File: config.mk
export PLATFORM = sky130hd
export DESIGN_NAME = life_grid_dump
export DESIGN_NICKNAME = d
export VERILOG_FILES = /design/src/rtl/life_pkg.sv /design/src/rtl/life_grid_dump.sv
export SDC_FILE = /design/constraint.sdc
export NUM_CORES = 1
export LEC_CHECK = 0
export ABC_AREA = 1
export CORE_AREA = 2 2 65 67
export CTS_BUF_LIST = sky130_fd_sc_hd__clkbuf_16
export DETAILED_ROUTE_END_ITERATION = 16
export DIE_AREA = 0 0 67 69
export GPL_TIMING_DRIVEN = 0
export MAX_ROUTING_LAYER = met4
export PLACE_DENSITY_LB_ADDON = 0.05
export SYNTH_ARGS = -nofsm -noshare
export SYNTH_HDL_FRONTEND = slang
export SYNTH_SLANG_ARGS = --single-unit
File: constraint.sdc
create_clock -name clk -period 2.1 [get_ports clk]
set_input_delay 0.42 -clock clk [delete_from_list [all_inputs] [get_ports clk]]
set_output_delay 0.42 -clock clk [all_outputs]
set_load 0.005 [all_outputs]
File: src/rtl/life_pkg.sv
// ---------------------------------------------------------------------------
// life_pkg
//   Definitions shared by the Game-of-Life grid, its writer path and the
//   text dump reader.
//   - GRID_ROWS / GRID_COLS : default grid dimensions
//   - CHAR_*                : ASCII bytes used when printing a grid
//   - dump_state_e          : state encoding of the dump FSM
//   - cell_index()          : maps (row, col) to a bit of the flat alive vector
// ---------------------------------------------------------------------------
package life_pkg;

  localparam int GRID_ROWS = 4;
  localparam int GRID_COLS = 4;

  localparam logic [7:0] CHAR_LIVE = 8'h58;  // 'X'
  localparam logic [7:0] CHAR_DEAD = 8'h6F;  // 'o'
  localparam logic [7:0] CHAR_EOL  = 8'h0A;  // '\n'

  typedef enum logic [1:0] {
    ST_IDLE = 2'd0,
    ST_CELL = 2'd1,
    ST_EOL  = 2'd2,
    ST_TRL  = 2'd3
  } dump_state_e;

  // Column-major packing: the array stores all rows of column 0 first.
  // The writer path and life_array_4x4 use exactly the same mapping.
  function automatic int cell_index(input int r, input int c, input int rows);
    return rows * c + r;
  endfunction

endpackage

File: src/rtl/life_grid_dump.sv
// ---------------------------------------------------------------------------
// life_grid_dump
//   Snapshots the alive vector of the Life array and streams it out as an
//   ASCII text frame over a valid/ready byte interface (e.g. into a UART
//   transmitter). Each grid row prints as COLS cell characters followed by an
//   end-of-line byte; with TRAILER=1 an extra end-of-line closes the frame.
//
//   Ports
//     clk       : rising-edge clock
//     reset_n   : asynchronous active-low reset
//     alive     : live vector, cell(r,c) = alive[ROWS*c + r]
//     gen_tick  : one-cycle pulse per generation step
//     auto_en   : when 1, gen_tick also requests a dump
//     dump_req  : one-cycle explicit dump request
//     tx_data   : output byte
//     tx_valid  : tx_data is valid
//     tx_ready  : sink accepts the byte on tx_valid && tx_ready
//     busy      : a frame is in progress
//     drop_cnt  : saturating count of requests that could not be queued
// ---------------------------------------------------------------------------
module life_grid_dump
  import life_pkg::*;
#(
  parameter int         ROWS      = GRID_ROWS,
  parameter int         COLS      = GRID_COLS,
  parameter logic [7:0] CHAR_LIVE = life_pkg::CHAR_LIVE,
  parameter logic [7:0] CHAR_DEAD = life_pkg::CHAR_DEAD,
  parameter logic [7:0] CHAR_EOL  = life_pkg::CHAR_EOL,
  parameter int         TRAILER   = 1
) (
  input  logic                 clk,
  input  logic                 reset_n,
  input  logic [ROWS*COLS-1:0] alive,
  input  logic                 gen_tick,
  input  logic                 auto_en,
  input  logic                 dump_req,
  output logic [7:0]           tx_data,
  output logic                 tx_valid,
  input  logic                 tx_ready,
  output logic                 busy,
  output logic [7:0]           drop_cnt
);

  localparam int RW = (ROWS > 1) ? $clog2(ROWS) : 1;
  localparam int CW = (COLS > 1) ? $clog2(COLS) : 1;
  localparam int IW = (ROWS * COLS > 1) ? $clog2(ROWS * COLS) : 1;

  localparam logic [RW-1:0] R_LAST = RW'(ROWS - 1);
  localparam logic [CW-1:0] C_LAST = CW'(COLS - 1);
  localparam logic [RW-1:0] R_ONE  = RW'(1);
  localparam logic [CW-1:0] C_ONE  = CW'(1);

  dump_state_e          state_q, state_d;
  logic [ROWS*COLS-1:0] snap_q, snap_d;
  logic [RW-1:0]        r_q, r_d;
  logic [CW-1:0]        c_q, c_d;
  logic                 pending_q, pending_d;
  logic [7:0]           drop_q, drop_d;

  logic          req;
  logic          hs;
  logic          last_byte;
  logic          start;
  logic [IW-1:0] cell_idx;
  logic          cell_bit;

  assign req      = dump_req | (auto_en & gen_tick);
  assign tx_valid = (state_q != ST_IDLE);
  assign busy     = (state_q != ST_IDLE);
  assign drop_cnt = drop_q;
  assign hs       = tx_valid & tx_ready;

  assign cell_idx = IW'(cell_index(int'(r_q), int'(c_q), ROWS));
  assign cell_bit = snap_q[cell_idx];

  // The final byte of a frame is either the trailer or, without a trailer,
  // the end-of-line of the last row. Its handshake is where a queued frame
  // may start back-to-back.
  assign last_byte = hs &&
                     ((state_q == ST_TRL) ||
                      ((state_q == ST_EOL) && (r_q == R_LAST) && (TRAILER == 0)));

  // State register. Reset abandons any frame in flight immediately.
  always_ff @(posedge clk or negedge reset_n) begin
    if (!reset_n) begin
      state_q   <= ST_IDLE;
      snap_q    <= '0;
      r_q       <= '0;
      c_q       <= '0;
      pending_q <= 1'b0;
      drop_q    <= 8'h00;
    end else begin
      state_q   <= state_d;
      snap_q    <= snap_d;
      r_q       <= r_d;
      c_q       <= c_d;
      pending_q <= pending_d;
      drop_q    <= drop_d;
    end
  end

  // Next-state and byte selection. The frame walker advances only on a
  // handshake, so tx_data stays stable while the sink stalls. Request
  // queueing is resolved afterwards and may override the walker with a
  // fresh frame start.
  always_comb begin
    state_d   = state_q;
    snap_d    = snap_q;
    r_d       = r_q;
    c_d       = c_q;
    pending_d = pending_q;
    drop_d    = drop_q;
    tx_data   = 8'h00;
    start     = 1'b0;

    case (state_q)
      ST_IDLE: begin
        if (req) begin
          start = 1'b1;
        end
      end
      ST_CELL: begin
        tx_data = cell_bit ? CHAR_LIVE : CHAR_DEAD;
        if (hs) begin
          if (c_q == C_LAST) begin
            state_d = ST_EOL;
          end else begin
            c_d = c_q + C_ONE;
          end
        end
      end
      ST_EOL: begin
        tx_data = CHAR_EOL;
        if (hs) begin
          c_d = '0;
          if (r_q == R_LAST) begin
            state_d = (TRAILER != 0) ? ST_TRL : ST_IDLE;
          end else begin
            r_d     = r_q + R_ONE;
            state_d = ST_CELL;
          end
        end
      end
      ST_TRL: begin
        tx_data = CHAR_EOL;
        if (hs) begin
          state_d = ST_IDLE;
        end
      end
      default: begin
        state_d = ST_IDLE;
      end
    endcase

    // While busy a request is queued one deep; beyond that it is counted
    // as dropped. On the final handshake a queued request (or one arriving
    // on that very edge) restarts the walker with no idle gap. If both are
    // present the queued one starts and the new one takes its slot.
    if (state_q != ST_IDLE) begin
      if (last_byte) begin
        if (pending_q) begin
          start     = 1'b1;
          pending_d = req;
        end else if (req) begin
          start = 1'b1;
        end
      end else if (req) begin
        if (pending_q) begin
          if (drop_q != 8'hFF) begin
            drop_d = drop_q + 8'd1;
          end
        end else begin
          pending_d = 1'b1;
        end
      end
    end

    if (start) begin
      snap_d  = alive;
      r_d     = '0;
      c_d     = '0;
      state_d = ST_CELL;
    end
  end

endmodule
==> results.ini <==
[logic_synthesis]
synth-seq-cells=31
synth_flop_cell=dfrtp_1
synth_edf_count=0
synth.cell_area_mm2=0.00179
syn-mean-instance-area_um2=7.93
yosys.area.top_type=dfrtp_1
synthCells=226
yosysUniqueCellTypes=30
yosysSeqAreaShare=0.433
synthTopCellsByArea=dfrtp_1 43%, nand2_1 11%, inv_1 6.9%
yosys.area.top_type_share=0.433
yosysWarnings=0
async_flop_share=1.00
syn_nets=256

[die]
core_area_mm2=0.00391
die_area_mm2=0.00462
rows=23
die_h_um=69
die_x_um=67
start_util=0.458
ios=40

[power_and_ir_drop]
power_density_mw_per_mm2=1550
p_leak_uw=0.00122
ir_worst_vdd_mv=0.692
fin_total_pwr_uw=3780

[cts]
clock_latency_ns=0.27
cts.sinks=31
clkSlewWorstSetupHoldPaths_ns=0.05
cts_buffer_depth=2
cts_tree=built
cts_made_buffers=5
holdBufCountCts=0
cts-root-buf=clkbuf_16
h-tree-depth=2

[routing]
vias=1527
ant_nets=0
firstDrtPassIters=4
routed_wl_mm=3.74
drtIter0Drc=48
avgRoutedWirePerCell_um=11.5
vias_per_cell=4.68
drc=0

[sta]
fmax_mhz=495
worst_pin_slew_ns=0.701
slew_violations=0
finalSetupViolCount=0
finClkSkew_ns=0.00258
relSlewSlack=0.533
rsz0062_at_grt=false
timing.final.crit_share=0.963
fin_ws_ns=0.0783
period_minus_slack_ns=2.02
hold_violations=0
fin_hold_ws_ns=0.194

[cells_and_area]
n_fill_cell=365
final_layout_size_suffix_gt1_frac=0.192
area_growth_pct=36.4
diodes=0
nets=305

[global_route]
gr-usage-met2=0.274
grt_max_degree=32
grt_pass1_vias=1514
grt_use_met1=0.225
grt_use_met3=0.0473
top_usage_layer=met2
antenna_found_initial=0
grt_pass1_wl_mm=6.31
track_usage=0.185
grt_overflow=0

[worst_setup_path]
start_kind=flip-flop
cp_common_cell=inv_2
cp-startpoint=state_q[1]
worstPathArrival_ns=1.60
crit_type=flip-flop to output port
cp_max_fo=4
r2r_start=state_q[0]
path_cells=inv_2, ha_2, inv_2, buf_4, clkdlybuf4s50_1
end_kind=output port
slowest_stage=clkdlybuf4s50_1
crit_path_max_incr_delay_ns=0.48
critPathRequiredTime_ns=1.68

[placed_design]
hpwl_mm=2.67
port_buffers=38
place_ws_ns=-0.0930
place_congestion=0.780

[run]
maxCapViolCount=0

[outcome]
status=finished clean

[worst_hold_path]
hold_class=input pin to async pin

==> logic make-up (layout without fill, tap and decap cells) <==
family	Yosys count	after routing	share of synthesized area
adders and majority gates	8	8	0.0559
and+or+nand+nor	103	103	0.261
DFF	31	31	0.433
xor gates and xnor gates	4	4	0.0196
other	1	1	0.00209
buffers and inverters	44	94	0.115
AOI/OAI and AO/OA	35	35	0.113
==> per-layer routing <==
layer,part of all wire,wire (um)
met3,0.053,197
met2,0.45,1700
met4,0.025,95
met1,0.47,1750
met5,0,0
==> state kept, by name (all words and copies together) (netlist names) <==
register,count
drop_cnt,8
pending_q,1
c_q,2
snap_q,16
state_q,2
r_q,2
==> cells in the mapped netlist, types with 3 or more instances <==
cell	count
dfrtp_1	31
nor2_1	21
a21oi_1	16
o21ai_0	11
inv_1	33
buf_4	4
xor2_1	3
buf_6	3
ha_1	8
nand2_1	51
nand3_1	20
nand2_4	3
==> where the power goes <==
| part | leakage, uW | switching [uW] | internal [uW] |
|---|---|---|---|
| Clock | 0.0000762 | 242 | 427 |
| Sequential | 0.000368 | 174 | 880 |
| Combinational | 0.000774 | 1120 | 941 |
==> worst max-delay path: cells and delay by family, from the launching register on <==
kind,cells,cell delay (ns)
fa+ha+maj,1,0.19
buf+inv,4,0.76
flops,1,0.38
==> cell usage in the layout, fill, tap and decap left out, types with 6 or more instances in the layout <==
cell and n:
a21oi_1 16, buf_4 8, clkdlybuf4s50_1 32, dfrtp_1 30
ha_1 6, inv_1 30, inv_2 7, nand2_1 51
nand3_1 14, nand3_2 7, nor2_1 20, o21ai_0 9
==> timing repair <==
action                                  in CTS  in global routing
endpoints found under the setup margin       6                  6
pin swaps                                    2                  2
gates resized for setup                     25                  8
gates cloned                                 1                  0
setup buffers                                2                  1
==> through the flow <==
| stage | instances | TNS [ns] | util | cell area (um2) |
|---|---|---|---|---|
| after floorplan | 226 | 0 | - | 1790 |
| after global placement | 314 | -0.519 | 0.571 | 2230 |
| after detailed placement | 314 | -0.236 | 0.570 | 2230 |
| after CTS | 325 | 0 | 0.619 | 2420 |
| after global routing | 326 | 0 | 0.624 | 2440 |
| final | 326 | 0 | 0.624 | 2440 |
==> final cells by class <==
class,count,area [um2],share of cell area
clock buffer,5,125,0.0512
clock inverter,3,12.5,0.00512
tap,50,62.6,0.0256
sequential,31,777,0.318
timing repair buffer,42,399,0.163
buffer,8,75.1,0.0307
multi-input combinational,151,855,0.350
inverter,36,138,0.0563
==> final timing paths <==
check	endpoint	cells after the start	slack, ns
worst max-delay path	tx_valid	5	0.08
worst min-delay path	snap_q[8]	1	0.19
worst max register to register	drop_cnt[3]	10	0.41
worst min register to register	snap_q[7]	2	0.47
max in group asynchronous	r_q[0]	1	1.41
min in group clk	snap_q[7]	2	0.47
Note: power is estimated with default switching activity, not from simulation.
